## src/rtl/mode_counter.sv

```systemverilog
`default_nettype none
// ============================================================================
// Module      : mode_counter
// Description : Programmable-limit up/down counter with synchronous load and
//               wrap / saturate / one-shot end-of-range modes. Wrap and
//               completion events appear as single-cycle rollover/underflow
//               pulses; one-shot completion sets a sticky done flag.
//               Optional prescaler compiled in with MODE_COUNTER_PRESCALE_EN:
//               a step then happens on every PRESCALE-th enabled pulse.
// Revision    : 1.0 - initial release
// ============================================================================
module mode_counter #(
   parameter int WIDTH    = 8,
   parameter int PRESCALE = 4
) (
   input  logic             clk,
   input  logic             reset,
   input  logic             enabled,
   input  logic             up,
   input  logic [1:0]       mode,
   input  logic [WIDTH-1:0] limit,
   input  logic             load,
   input  logic [WIDTH-1:0] load_value,
   output logic [WIDTH-1:0] value,
   output logic             rollover,
   output logic             underflow,
   output logic             done,
   output logic             at_limit
);

   // Mode encodings; 2'd3 falls through to wrap behaviour.
   localparam logic [1:0] MODE_SATURATE = 2'd1;
   localparam logic [1:0] MODE_ONESHOT  = 2'd2;

   localparam logic [WIDTH-1:0] ONE  = WIDTH'(1);
   localparam logic [WIDTH-1:0] ZERO = '0;

   // A prescale factor below one has no meaning; stop elaboration.
   generate
      if (PRESCALE < 1) begin : g_bad_prescale
         $error("mode_counter: PRESCALE must be >= 1");
      end
   endgenerate

   logic [WIDTH-1:0] value_q, value_d;
   logic             rollover_q, rollover_d;
   logic             underflow_q, underflow_d;
   logic             done_q, done_d;

   // Count request before any prescaling: load wins, done freezes the count.
   logic count_req;
   logic step;

   assign count_req = enabled & ~load & ~done_q;

`ifdef MODE_COUNTER_PRESCALE_EN
   localparam int PW = (PRESCALE > 1) ? $clog2(PRESCALE) : 1;
   localparam logic [PW-1:0] PRESC_LAST = PW'(PRESCALE - 1);

   logic [PW-1:0] presc_q, presc_d;
   logic          presc_term;

   assign presc_term = (presc_q == PRESC_LAST);
   assign step       = count_req & presc_term;

   // Prescaler next value: cleared by load, advanced by each counted enable.
   always_comb begin
      presc_d = presc_q;
      if (load) begin
         presc_d = '0;
      end else if (count_req) begin
         presc_d = presc_term ? '0 : presc_q + PW'(1);
      end
   end

   // Prescaler register.
   always_ff @(posedge clk) begin
      if (reset) begin
         presc_q <= '0;
      end else begin
         presc_q <= presc_d;
      end
   end
`else
   assign step = count_req;
`endif

   // Next count value, event pulses and sticky completion flag.
   always_comb begin
      value_d     = value_q;
      rollover_d  = 1'b0;
      underflow_d = 1'b0;
      done_d      = done_q;

      if (load) begin
         // Loaded values are clamped into the 0..limit range.
         value_d = (load_value > limit) ? limit : load_value;
         done_d  = 1'b0;
      end else if (step) begin
         if (up) begin
            // >= so that a limit lowered below value acts on the next step.
            if (value_q < limit) begin
               value_d = value_q + ONE;
            end else if (mode == MODE_SATURATE) begin
               value_d = limit;
            end else if (mode == MODE_ONESHOT) begin
               value_d    = limit;
               rollover_d = 1'b1;
               done_d     = 1'b1;
            end else begin
               value_d    = ZERO;
               rollover_d = 1'b1;
            end
         end else begin
            if (value_q != ZERO) begin
               value_d = value_q - ONE;
            end else if (mode == MODE_SATURATE) begin
               value_d = ZERO;
            end else if (mode == MODE_ONESHOT) begin
               value_d     = ZERO;
               underflow_d = 1'b1;
               done_d      = 1'b1;
            end else begin
               value_d     = limit;
               underflow_d = 1'b1;
            end
         end
      end
   end

   // Counter state registers.
   always_ff @(posedge clk) begin
      if (reset) begin
         value_q     <= '0;
         rollover_q  <= 1'b0;
         underflow_q <= 1'b0;
         done_q      <= 1'b0;
      end else begin
         value_q     <= value_d;
         rollover_q  <= rollover_d;
         underflow_q <= underflow_d;
         done_q      <= done_d;
      end
   end

   assign value     = value_q;
   assign rollover  = rollover_q;
   assign underflow = underflow_q;
   assign done      = done_q;
   assign at_limit  = up ? (value_q >= limit) : (value_q == ZERO);

endmodule
`default_nettype wire
```

## config.mk

```make
export PLATFORM = sky130hd
export DESIGN_NAME = mode_counter
export DESIGN_NICKNAME = d
export VERILOG_FILES = /design/src/rtl/mode_counter.sv
export SDC_FILE = /design/constraint.sdc
export NUM_CORES = 1
export LEC_CHECK = 0
export ABC_AREA = 1
export BUFFER_PORTS_ARGS = -buffer_cell sky130_fd_sc_hd__buf_2
export CORE_MARGIN = 1
export CORE_UTILIZATION = 50
export CTS_CLUSTER_DIAMETER = 100
export CTS_CLUSTER_SIZE = 40
export DETAILED_ROUTE_END_ITERATION = 8
export GPL_TIMING_DRIVEN = 0
export PLACE_DENSITY = 0.86
export SYNTH_ARGS = -nofsm -noshare
export SYNTH_HDL_FRONTEND = slang
export SYNTH_SLANG_ARGS = --single-unit
```

## constraint.sdc

```tcl
create_clock -name clk -period 2.1 [get_ports clk]
set_clock_uncertainty 0.2 [all_clocks]
set_input_delay 0.21 -clock clk [delete_from_list [all_inputs] [get_ports clk]]
set_output_delay 0.21 -clock clk [all_outputs]
set_load 0.01 [all_outputs]
```

* Yosys cells after proc, flatten, opt, wreduce, memory -nomap -nowiden
Cells that the tools add are included.
** Cells by class
- Add/subtract/negate cells :: 2
- Magnitude comparators :: 3
- Equal/unequal tests :: 4
- Muxes and demuxes :: 17
- Bitwise operators :: 6
- Reduce and logical (&&, ||, !) cells :: 7
** Operators with widths (count)
- $mux W8 :: 10
- $reduce_or A5 Y1 :: 2
- $add A8 B1 Y8 const B :: 1
- $ge A8 B8 Y1 :: 1
- $gt A8 B8 Y1 :: 1
- $logic_not A8 Y1 :: 1
- $lt A8 B8 Y1 :: 1
- $reduce_bool A8 Y1 :: 1
- $sub A8 B1 Y8 const B :: 1
- $mux W1 :: 7
- $ne A2 B2 Y1 const B :: 2
- $not A1 Y1 :: 4
- $reduce_and A3 Y1 :: 1
- $and A1 B1 Y1 :: 2
- $eq A2 B1 Y1 const B :: 1
- $eq A2 B2 Y1 const B :: 1
- $reduce_bool A2 Y1 :: 1
- $reduce_or A2 Y1 :: 1
** Storage, ports and cells
- Flip-flop bits (word level) :: 11
- Input bits :: 23
- Output and inout bits :: 12
- Word-level logic and storage cells :: 43

* Logic depth before layout (Yosys ltp)
Gate-level depths: netlist of the first run.
- Depth after elaboration :: 7
- Depth in mapped cells :: 16
- Depth with buffers taken out :: 15

* Least setup slack after synthesis of the first run
OpenSTA, ideal clock, no wires.
- Path kind :: flip-flop to output port
- Start point :: register value_q[0], in the netlist value[0]
- End point :: output at_limit
- Arrival time :: 1.608 ns
- Required time :: 1.690 ns
- Slack :: 0.082 ns
- Cell stages (with the launch flop) :: 13
- Path buffers :: 1
- Path through :: dfxtp_1 -> inv_1 -> ha_1 -> inv_1 -> nand2_1 -> nand2_1 -> nand2_1 -> nand2_1 -> nand2_1 -> nand2_2 -> buf_6 -> a41oi_1 -> o21ai_0
** On the way
- Word-level cells in the longest chain between the ends :: 2
- Elaborated cells between the ends (all ways) :: 3
- Classes of those cells :: order compare: 1; mux: 1; reduce/logical: 1
** RTL lines
- start, declared :: RTL line 45 : logic [WIDTH-1:0] value_q, value_d;
- start signal, assigned :: RTL line 139 : value_q <= value_d;
- $ge A8 B8 Y1 or $logic_not A8 Y1 (tied branches) :: RTL line 150 : assign at_limit = up ? (value_q >= limit) : (value_q == ZERO);
- $mux W1 * :: RTL line 150
- end, declared :: RTL line 28 : output logic at_limit
Every way passes the cells marked *; elsewhere a longest branch is shown, timed or not.

* Worst setup path in the final report of the first run
- Start point :: register value_q[7], in the netlist value[7]
- End point :: register value_q[3], in the netlist value[3]
** On the way
- Word-level cells in the longest chain between the ends :: 5
- Elaborated cells between the ends (all ways) :: 7
- Classes of those cells :: order compare: 1; mux: 5; reduce/logical: 1
** RTL lines
- $lt A8 B8 Y1 or $reduce_bool A8 Y1 (tied branches) :: RTL line 102, 115
- $mux W8 (on tied branches) :: RTL line 102, 115
- $mux W8 * :: RTL line 100 : if (up) begin
- $mux W8 * :: RTL line 99 : end else if (step) begin
- $mux W8 * :: RTL line 95 : if (load) begin
Every way passes the cells marked *; elsewhere a longest branch is shown, timed or not. The select of a mux whose other input is x is not followed.
A chain may end at the register's enable or synchronous reset.

==> report_table.html, run 1 <==
<table>
<tr><th>Metric</th><th>Value</th></tr>
<tr><th colspan="2">Placed design</th></tr>
<tr><td>Post-Place Worst Slack</td><td>-0.1297 ns</td></tr>
<tr><td>Post-placement cell count</td><td>373</td></tr>
<tr><td>Half-perimeter wire length after detailed placement</td><td>3.586 mm</td></tr>
<tr><td>Routability congestion estimate from global placement</td><td>0.9715</td></tr>
<tr><td>Port Buf Inserts</td><td>33</td></tr>
<tr><th colspan="2">Run</th></tr>
<tr><td># Max-Cap Violations</td><td>0</td></tr>
<tr><th colspan="2">Worst setup path</th></tr>
<tr><td>CP Class</td><td>register to register</td></tr>
<tr><td>Critical path startpoint category</td><td>register</td></tr>
<tr><td>Delay contributed by the slowest stage of the critical path</td><td>0.38 ns</td></tr>
<tr><td>Library cell contributing the largest single delay on the critical path</td><td>sky130_fd_sc_hd__dfxtp_4</td></tr>
<tr><td>Cell family with most CP delay</td><td>simple AND/OR/NAND/NOR gates</td></tr>
<tr><td>Element type at the critical path end</td><td>register</td></tr>
<tr><td>Worst path arrival time</td><td>2.05 ns</td></tr>
<tr><td>Series of cell instances along the critical path</td><td>ha_4, nand2_2, nor2_4, nand2_2, buf_4, buf_4, nand3_1, nand3_1, a21oi_1, nor2_1, nor2_1</td></tr>
<tr><td>Highest net fanout along the worst path</td><td>7</td></tr>
<tr><td>Number of buffer and inverter instances along the worst setup path</td><td>2</td></tr>
<tr><td>Required time of the critical path</td><td>2.09 ns</td></tr>
<tr><th colspan="2">Drt</th></tr>
<tr><td>Via density per instance</td><td>5.424</td></tr>
<tr><td>DRC violation total after the first TritonRoute iteration</td><td>178</td></tr>
<tr><td>Remaining antenna violation count</td><td>0</td></tr>
<tr><td>Detailed-route via count</td><td>2083</td></tr>
<tr><td>Routed wire length</td><td>4.894 mm</td></tr>
<tr><td>First-pass iteration count of the detailed router</td><td>7</td></tr>
<tr><td>Average wire length per cell after detail routing</td><td>12.74 um</td></tr>
<tr><td>Post-detailed-route DRC marker count</td><td>0</td></tr>
<tr><th colspan="2">Synthesis</th></tr>
<tr><td>Number of distinct library cells after synthesis</td><td>30</td></tr>
<tr><td>Complex-gate fraction of the synthesized area</td><td>13.02%</td></tr>
<tr><td>Post-synthesis instance area</td><td>1729 sq um</td></tr>
<tr><td>Synthesis Warnings</td><td>0</td></tr>
<tr><td>Area share of xor/xnor cells in the synthesized design</td><td>2.026%</td></tr>
<tr><td>Instance count of the mapped netlist</td><td>296</td></tr>
<tr><td>Syn_nets</td><td>338</td></tr>
<tr><td>Multiplexer share of the synthesized area</td><td>0%</td></tr>
<tr><td>Flip-flop and latch count after synthesis</td><td>11</td></tr>
<tr><td>Part of the Yosys area used for sequential elements</td><td>12.74%</td></tr>
<tr><td>Area share of fa/ha/maj cells after synthesis</td><td>13.75%</td></tr>
<tr><td>Simple-gate share of the synthesized area</td><td>44.72%</td></tr>
<tr><td>Dominant combinational cell family by area after synthesis</td><td>simple AND/OR/NAND/NOR gates</td></tr>
<tr><td>Synthesized area per cell</td><td>5.842 sq um</td></tr>
<tr><th colspan="2">Outcome</th></tr>
<tr><td>Result of the run</td><td>complete, no violations</td></tr>
<tr><th colspan="2">Final layout</th></tr>
<tr><td>Final design utilization</td><td>67.80%</td></tr>
<tr><td>Antenna diode count</td><td>0</td></tr>
<tr><td>Synthesis-to-finish area growth</td><td>24.60%</td></tr>
<tr><td>Share of final-layout standard cells stronger than drive strength 1</td><td>25.29%</td></tr>
<tr><td>Nets@finish</td><td>383</td></tr>
<tr><td>Post-route insts no fill</td><td>384</td></tr>
<tr><th colspan="2">Clocking</th></tr>
<tr><td>Hold-fix buffers at CTS</td><td>0</td></tr>
<tr><td>Number of buffers added by the clock tree synthesis step</td><td>3</td></tr>
<tr><td>TritonCTS sink count</td><td>11</td></tr>
<tr><td>Htree depth</td><td>1</td></tr>
<tr><td>Root cell of the clock tree</td><td>sky130_fd_sc_hd__clkbuf_4</td></tr>
<tr><td>Clk pin slew, worst setup/hold paths</td><td>0.08 ns</td></tr>
<tr><td>CTS tree</td><td>done</td></tr>
<tr><td>Clock latency on the worst-skew pair</td><td>0.28 ns</td></tr>
<tr><td>Deepest clock path buffer count</td><td>2</td></tr>
<tr><th colspan="2">Global route</th></tr>
<tr><td>Met1 track demand over resource in global routing</td><td>38.24%</td></tr>
<tr><td>First-pass GRT wire length</td><td>7.921 mm</td></tr>
<tr><td>Vias in the first global route</td><td>1750</td></tr>
<tr><td>Final global-route overflow total</td><td>0</td></tr>
<tr><td>Largest net degree at the start of global routing</td><td>11</td></tr>
<tr><td>Met2 Usage GRT</td><td>50.08%</td></tr>
<tr><td>Number of antenna violations at the first check in global routing</td><td>0</td></tr>
<tr><td>Met3 usage</td><td>2.132%</td></tr>
<tr><td>GRT Resource Usage Total</td><td>28.68%</td></tr>
<tr><td>Busiest grt layer</td><td>met2</td></tr>
<tr><th colspan="2">Floorplan</th></tr>
<tr><td>Width of the chip</td><td>60.81 um</td></tr>
<tr><td>Core Region</td><td>3178 sq um</td></tr>
<tr><td>Total I/O pin count</td><td>35</td></tr>
<tr><td>Number of placement rows</td><td>20</td></tr>
<tr><td>Die area</td><td>3697 sq um</td></tr>
<tr><td>Initial core utilization</td><td>54.41%</td></tr>
<tr><td>Die Span Y</td><td>60.81 um</td></tr>
<tr><th colspan="2">Timing</th></tr>
<tr><td>Transition time at the pin with the least slew margin</td><td>0.5110 ns</td></tr>
<tr><td>Final period demand of the worst path</td><td>2.066 ns</td></tr>
<tr><td>Final Max Slew Viols</td><td>0</td></tr>
<tr><td>Worst path setup slack after routing</td><td>0.03399 ns</td></tr>
<tr><td>Final period util</td><td>98.38%</td></tr>
<tr><td>Endpoints failing hold</td><td>0</td></tr>
<tr><td>Max-Slew Margin vs Limit</td><td>65.93%</td></tr>
<tr><td># setup viols final</td><td>0</td></tr>
<tr><td>Fmax</td><td>484.0 MHz</td></tr>
<tr><th colspan="2">Power</th></tr>
<tr><td>Leakage dissipation</td><td>0.001185 uW</td></tr>
<tr><td>Highest ir drop seen on vdd</td><td>249.8 uV</td></tr>
<tr><td>Power per cell area</td><td>472.2 nW/um^2</td></tr>
<tr><th colspan="2">Worst hold path</th></tr>
<tr><td>Worst hold-check path type</td><td>input port to register</td></tr>
</table>
routing by layer:
metal	vias to the layer above	part of all wire [%]
li1	1037	-
met1	934	43
met2	100	48
met3	12	7.1
met4	0	2.3
met5	-	0
cell usage after synthesis, drive strengths merged:
cell	number	area, sq um
nand2	86	347.8
inv	46	172.7
nand3	39	195.2
nor2	36	193.9
ha	19	237.7
o21ai	19	95.09
a21oi	16	83.83
dfxtp	11	220.2
buf	6	53.79
nand4	4	31.28
xor2	4	35.03
a21o	2	15.01
clkbuf	2	7.510
a21boi	1	7.510
a41oi	1	8.760
clkinv	1	3.750
nor3	1	5.000
o211ai	1	7.510
o21bai	1	7.510
stage by stage:
| stage | setup TNS (ns) | instance area (sq um) | total power (uW) | hold slack [ns] |
|---|---|---|---|---|
| after floorplan | 0 | 1729 | 655.5 | 0.1817 |
| after global placement | -0.1681 | 1949 | 777.5 | 0.2686 |
| after detailed placement | -0.2086 | 1949 | 788.0 | 0.2779 |
| after CTS | 0 | 2112 | 979.1 | 0.02510 |
| after global routing | -0.001514 | 2155 | 1107 | 0.04960 |
| final | 0 | 2155 | 1017 | 0.03334 |
power breakdown:
group / switching [uW] / internal, uW
logic: 373 / 241
clock network: 76.1 / 73.6
registers: 25.3 / 228
state kept, by name, summed over array words and instances, names as in the netlist:
register,count
done,1
underflow,1
rollover,1
value,8
worst reg2reg max path, stage by stage, from the launching register on:
cell	delay, ns
sky130_fd_sc_hd__dfxtp_4	0.38
sky130_fd_sc_hd__ha_4	0.28
sky130_fd_sc_hd__nand2_2	0.07
sky130_fd_sc_hd__nor2_4	0.14
sky130_fd_sc_hd__nand2_2	0.09
sky130_fd_sc_hd__buf_4	0.14
sky130_fd_sc_hd__buf_4	0.15
sky130_fd_sc_hd__nand3_1	0.07
sky130_fd_sc_hd__nand3_1	0.10
sky130_fd_sc_hd__a21oi_1	0.20
sky130_fd_sc_hd__nor2_1	0.06
sky130_fd_sc_hd__nor2_1	0.13
placed cells by master, fill, tap and decap left out, drive strengths merged:
cell	count
o21ai	19
ha	19
a21oi	16
buf	46
xor2	4
inv	46
a21boi	1
nor3	1
nor2	36
nand4	4
nand3	39
clkbuf	6
a41oi	1
nand2	86
o211ai	1
a21o	2
o21bai	1
clkinv	1
dfxtp	11
cells by family after synthesis:
family                   count (synthesis)
AND/OR/NAND/NOR                        166
buffers and inverters                   55
AO/OA/AOI/OAI                           41
adder cells (fa/ha/maj)                 19
flip-flops                              11
XOR/XNOR                                 4
cell type report:
cell class | instances | area, sq um
plain buffers | 7 | 50.05
clock buffers | 4 | 26.28
fillers | 286 | 1023
inverters | 47 | 178.9
multi-input cells | 230 | 1380
flip-flops and latches | 11 | 239.0
well taps | 44 | 55.05
repair buffers | 41 | 225.2
worst paths after layout:
path,cells after the start,to,from,slack [ns]
setup / recovery,11,value[3]$_SDFFE_PP0P_,value[7]$_SDFFE_PP0P_,0.03
hold / removal,3,done$_SDFFE_PP0P_,reset,0.03
hold reg to reg,2,done$_SDFFE_PP0P_,done$_SDFFE_PP0P_,0.29
setup reg to reg,11,value[3]$_SDFFE_PP0P_,value[7]$_SDFFE_PP0P_,0.03
repair_timing:
action	4_1_cts	5_1_grt
resized for setup	24	7
endpoints found under the setup margin	5	7
buffers inserted	7	1
pin swaps	9	7
Note: power is estimated with default switching activity, not from simulation.
==> run 2, diff against run 1 <==
--- a/config.mk
+++ b/config.mk
@@ -9,6 +9,7 @@
 export BUFFER_PORTS_ARGS = -buffer_cell sky130_fd_sc_hd__buf_2
 export CORE_MARGIN = 1
 export CORE_UTILIZATION = 50
+export CTS_BUF_LIST = sky130_fd_sc_hd__clkbuf_8
 export CTS_CLUSTER_DIAMETER = 100
 export CTS_CLUSTER_SIZE = 40
 export DETAILED_ROUTE_END_ITERATION = 8
==> run 2 against run 1 <==
  * Clock power up 41%
  * Cell area rose by 0.58%
  * Global-route usage rose by 0.62 points
  * Worst setup slack improved by 0.022 ns
  * Sequential share of layout area shrank 0.12 points
  * Largest power group unchanged
  * Combinational power up 1%
  * Sequential power hardly changed
  * Non-clock buffer count is 1 lower
  * Critical path depth decreased by 4
  * First-iteration DRC count shrank 7.3%
  * Count of clock-buffer cells in the layout is 1 lower
  * Routed wire length increased by 4.4%
==> report_table.html, run 2 (synthesized netlist as in run 1, its figures left out) <==
<table>
<tr><th>Metric</th><th>Value</th></tr>
<tr><th colspan="2">Clocking</th></tr>
<tr><td>Clk pin slew, worst setup/hold paths</td><td>0.05 ns (was 0.08 ns)</td></tr>
<tr><td>Deepest clock path buffer count</td><td>2 (unchanged)</td></tr>
<tr><td>Number of buffers added by the clock tree synthesis step</td><td>3 (unchanged)</td></tr>
<tr><td>Root cell of the clock tree</td><td>sky130_fd_sc_hd__clkbuf_8 (was sky130_fd_sc_hd__clkbuf_4)</td></tr>
<tr><td>TritonCTS sink count</td><td>11 (unchanged)</td></tr>
<tr><td>CTS tree</td><td>done (unchanged)</td></tr>
<tr><td>Htree depth</td><td>1 (unchanged)</td></tr>
<tr><td>Clock latency on the worst-skew pair</td><td>0.24 ns (was 0.28 ns)</td></tr>
<tr><th colspan="2">Drt</th></tr>
<tr><td>Remaining antenna violation count</td><td>0 (unchanged)</td></tr>
<tr><td>Via density per instance</td><td>5.454 (was 5.424)</td></tr>
<tr><td>Post-detailed-route DRC marker count</td><td>0 (unchanged)</td></tr>
<tr><td>Average wire length per cell after detail routing</td><td>13.34 um (was 12.74 um)</td></tr>
<tr><td>Routed wire length</td><td>5.108 mm (was 4.894 mm)</td></tr>
<tr><td>DRC violation total after the first TritonRoute iteration</td><td>165 (was 178)</td></tr>
<tr><td>First-pass iteration count of the detailed router</td><td>5 (was 7)</td></tr>
<tr><td>Detailed-route via count</td><td>2089 (was 2083)</td></tr>
<tr><th colspan="2">Floorplan</th></tr>
<tr><td>Width of the chip</td><td>60.81 um (unchanged)</td></tr>
<tr><td>Total I/O pin count</td><td>35 (unchanged)</td></tr>
<tr><td>Die area</td><td>3697 sq um (unchanged)</td></tr>
<tr><td>Core Region</td><td>3178 sq um (unchanged)</td></tr>
<tr><td>Number of placement rows</td><td>20 (unchanged)</td></tr>
<tr><td>Initial core utilization</td><td>54.41% (unchanged)</td></tr>
<tr><td>Die Span Y</td><td>60.81 um (unchanged)</td></tr>
<tr><th colspan="2">Final layout</th></tr>
<tr><td>Most frequent standard cell in the layout excluding fill and tap cells</td><td>sky130_fd_sc_hd__nand2_1 (unchanged)</td></tr>
<tr><td>Area of the multi-input gates</td><td>1383 sq um (was 1380 sq um)</td></tr>
<tr><td>Flip-flop count of the largest register after layout</td><td>8 (unchanged)</td></tr>
<tr><td>Filler cell count</td><td>277 (was 286)</td></tr>
<tr><td>Synthesis-to-finish area growth</td><td>25.33% (was 24.60%)</td></tr>
<tr><td>Antenna diode count</td><td>0 (unchanged)</td></tr>
<tr><td>Area used by sequential logic in the layout</td><td>237.7 sq um (was 239.0 sq um)</td></tr>
<tr><td>Most frequent cells in the layout</td><td>76 x sky130_fd_sc_hd__nand2_1, 43 x sky130_fd_sc_hd__inv_1, 39 x sky130_fd_sc_hd__nand3_1 (was 77 x sky130_fd_sc_hd__nand2_1, 42 x sky130_fd_sc_hd__inv_1, 39 x sky130_fd_sc_hd__nand3_1)</td></tr>
<tr><td>Share of final-layout standard cells stronger than drive strength 1</td><td>25.07% (was 25.29%)</td></tr>
<tr><td>Nets@finish</td><td>382 (was 383)</td></tr>
<tr><th colspan="2">Worst setup path</th></tr>
<tr><td>First element of the critical path</td><td>value[7]$_SDFFE_PP0P_ (unchanged)</td></tr>
<tr><td>Required time of the critical path</td><td>1.69 ns (was 2.09 ns)</td></tr>
<tr><td>Worst reg2reg startpoint</td><td>value[6]$_SDFFE_PP0P_ (was value[7]$_SDFFE_PP0P_)</td></tr>
<tr><td>Setup slack, reg-to-reg</td><td>0.07 ns (was 0.03 ns)</td></tr>
<tr><td>Worst path arrival time</td><td>1.63 ns (was 2.05 ns)</td></tr>
<tr><td>Worst reg2reg path depth</td><td>11 (unchanged)</td></tr>
<tr><td>Critical path startpoint category</td><td>register (unchanged)</td></tr>
<tr><td>Endpoint of the most critical register-to-register path</td><td>value[3]$_SDFFE_PP0P_ (unchanged)</td></tr>
<tr><td>Element type at the critical path end</td><td>primary output (was register)</td></tr>
<tr><td>Critical Path Sink</td><td>at_limit (was value[3]$_SDFFE_PP0P_)</td></tr>
<tr><td>Highest net fanout along the worst path</td><td>3 (was 7)</td></tr>
<tr><td>CP Class</td><td>register to primary output (was register to register)</td></tr>
<tr><th colspan="2">Timing</th></tr>
<tr><td>Unrepaired setup endpoints after global routing</td><td>false</td></tr>
<tr><td>Endpoints failing hold</td><td>0 (unchanged)</td></tr>
<tr><td>Hold Slack</td><td>0.08758 ns (was 0.03334 ns)</td></tr>
<tr><td>Worst path setup slack after routing</td><td>0.05609 ns (was 0.03399 ns)</td></tr>
<tr><td>Max-Slew Margin vs Limit</td><td>70.76% (was 65.93%)</td></tr>
<tr><td># setup viols final</td><td>0 (unchanged)</td></tr>
<tr><td>Final period util</td><td>97.33% (was 98.38%)</td></tr>
<tr><td>Final Max Slew Viols</td><td>0 (unchanged)</td></tr>
<tr><td>Final period demand of the worst path</td><td>2.044 ns (was 2.066 ns)</td></tr>
<tr><td>Transition time at the pin with the least slew margin</td><td>0.4386 ns (was 0.5110 ns)</td></tr>
<tr><td>Fmax</td><td>489.3 MHz (was 484.0 MHz)</td></tr>
<tr><th colspan="2">Global route</th></tr>
<tr><td>Busiest grt layer</td><td>met2 (unchanged)</td></tr>
<tr><td>GRT Resource Usage Total</td><td>29.30% (was 28.68%)</td></tr>
<tr><td>Number of antenna violations at the first check in global routing</td><td>0 (unchanged)</td></tr>
<tr><td>First-pass GRT wire length</td><td>8.017 mm (was 7.921 mm)</td></tr>
<tr><td>Final global-route overflow total</td><td>0 (unchanged)</td></tr>
<tr><td>Met2 Usage GRT</td><td>49.14% (was 50.08%)</td></tr>
<tr><td>Met1 track demand over resource in global routing</td><td>39.26% (was 38.24%)</td></tr>
<tr><td>Met3 usage</td><td>1.919% (was 2.132%)</td></tr>
<tr><td>Vias in the first global route</td><td>1763 (was 1750)</td></tr>
<tr><td>Largest net degree at the start of global routing</td><td>11 (unchanged)</td></tr>
<tr><th colspan="2">Outcome</th></tr>
<tr><td>Result of the run</td><td>complete, no violations (unchanged)</td></tr>
<tr><th colspan="2">Placed design</th></tr>
<tr><td>Half-perimeter wire length after detailed placement</td><td>3.586 mm (unchanged)</td></tr>
<tr><td>Post-Place Worst Slack</td><td>-0.1297 ns (unchanged)</td></tr>
<tr><td>Port Buf Inserts</td><td>33 (unchanged)</td></tr>
<tr><td>Routability congestion estimate from global placement</td><td>0.9715 (unchanged)</td></tr>
<tr><th colspan="2">Power</th></tr>
<tr><td>Highest ir drop seen on vdd</td><td>280.4 uV (was 249.8 uV)</td></tr>
<tr><td>Power per cell area</td><td>500.1 nW/um^2 (was 472.2 nW/um^2)</td></tr>
<tr><td>Leakage dissipation</td><td>0.001192 uW (was 0.001185 uW)</td></tr>
<tr><th colspan="2">Run</th></tr>
<tr><td># Max-Cap Violations</td><td>0 (unchanged)</td></tr>
<tr><th colspan="2">Worst hold path</th></tr>
<tr><td>Worst hold-check path type</td><td>input port to register (unchanged)</td></tr>
</table>
==> run 2: repair_timing <==
item / in CTS / in global routing
hold buffers: 0 / 0
setup buffers: 5 / 2
pin swaps: 6 / 7
setup endpoints to repair: 5 / 4
resized for setup: 23 / 8
==> run 2: worst max-delay path, stage by stage, from the launching register on <==
cell and delay, ns:
sky130_fd_sc_hd__dfxtp_4 0.35, sky130_fd_sc_hd__ha_4 0.24, sky130_fd_sc_hd__a21o_1 0.21, sky130_fd_sc_hd__nor2_4 0.15, sky130_fd_sc_hd__nand2_4 0.07, sky130_fd_sc_hd__a41oi_2 0.15
sky130_fd_sc_hd__o21ai_1 0.08, sky130_fd_sc_hd__buf_2 0.14
==> run 2: report_power, final <==
group	internal, uW	switching [uW]
logic	241	380
clock network	129	82.5
registers	228	23.8
==> run 2: metrics by stage <==
step | std cells | util (%) | instance area, sq um | TNS, ns | power, uW
floorplan | 296 | - | 1729 | 0 | 655.5
global placement | 373 | 61.34 | 1949 | -0.1681 | 777.5
detailed placement | 373 | 61.34 | 1949 | -0.2086 | 788.0
CTS | 381 | 66.61 | 2117 | 0 | 1040
global route | 383 | 68.19 | 2167 | 0 | 1169
finish | 383 | 68.19 | 2167 | 0 | 1084
==> run 2: worst min path at each step <==
| stage | slack (ns) | start | to | cells past startpoint |
|---|---|---|---|---|
| after floorplan | 0.18 | mode[1] | done$_SDFFE_PP0P_ | 2 |
| after global placement | 0.27 | done$_SDFFE_PP0P_ | done$_SDFFE_PP0P_ | 2 |
| after detailed placement | 0.28 | done$_SDFFE_PP0P_ | done$_SDFFE_PP0P_ | 2 |
| after CTS | 0.06 | reset | done$_SDFFE_PP0P_ | 3 |
| after global routing | 0.1 | mode[1] | done$_SDFFE_PP0P_ | 3 |
| final | 0.09 | reset | done$_SDFFE_PP0P_ | 3 |
==> run 2: area by class of cell <==
cell class                 count  share of cell area, %
sequential                    11                  10.97
clock buffer                   3                  1.905
clock inverter                 1                 0.1732
timing repair buffer          40                  10.05
buffer                         7                  2.309
multi-input combinational    230                  63.80
tap                           44                  2.540
inverter                      47                  8.256
==> run 2: metal layers <==
metal	vias to the layer above	wire length [um]
met1	921	2167
met4	0	137
li1	1035	-
met5	-	0
met2	111	2418
met3	22	384
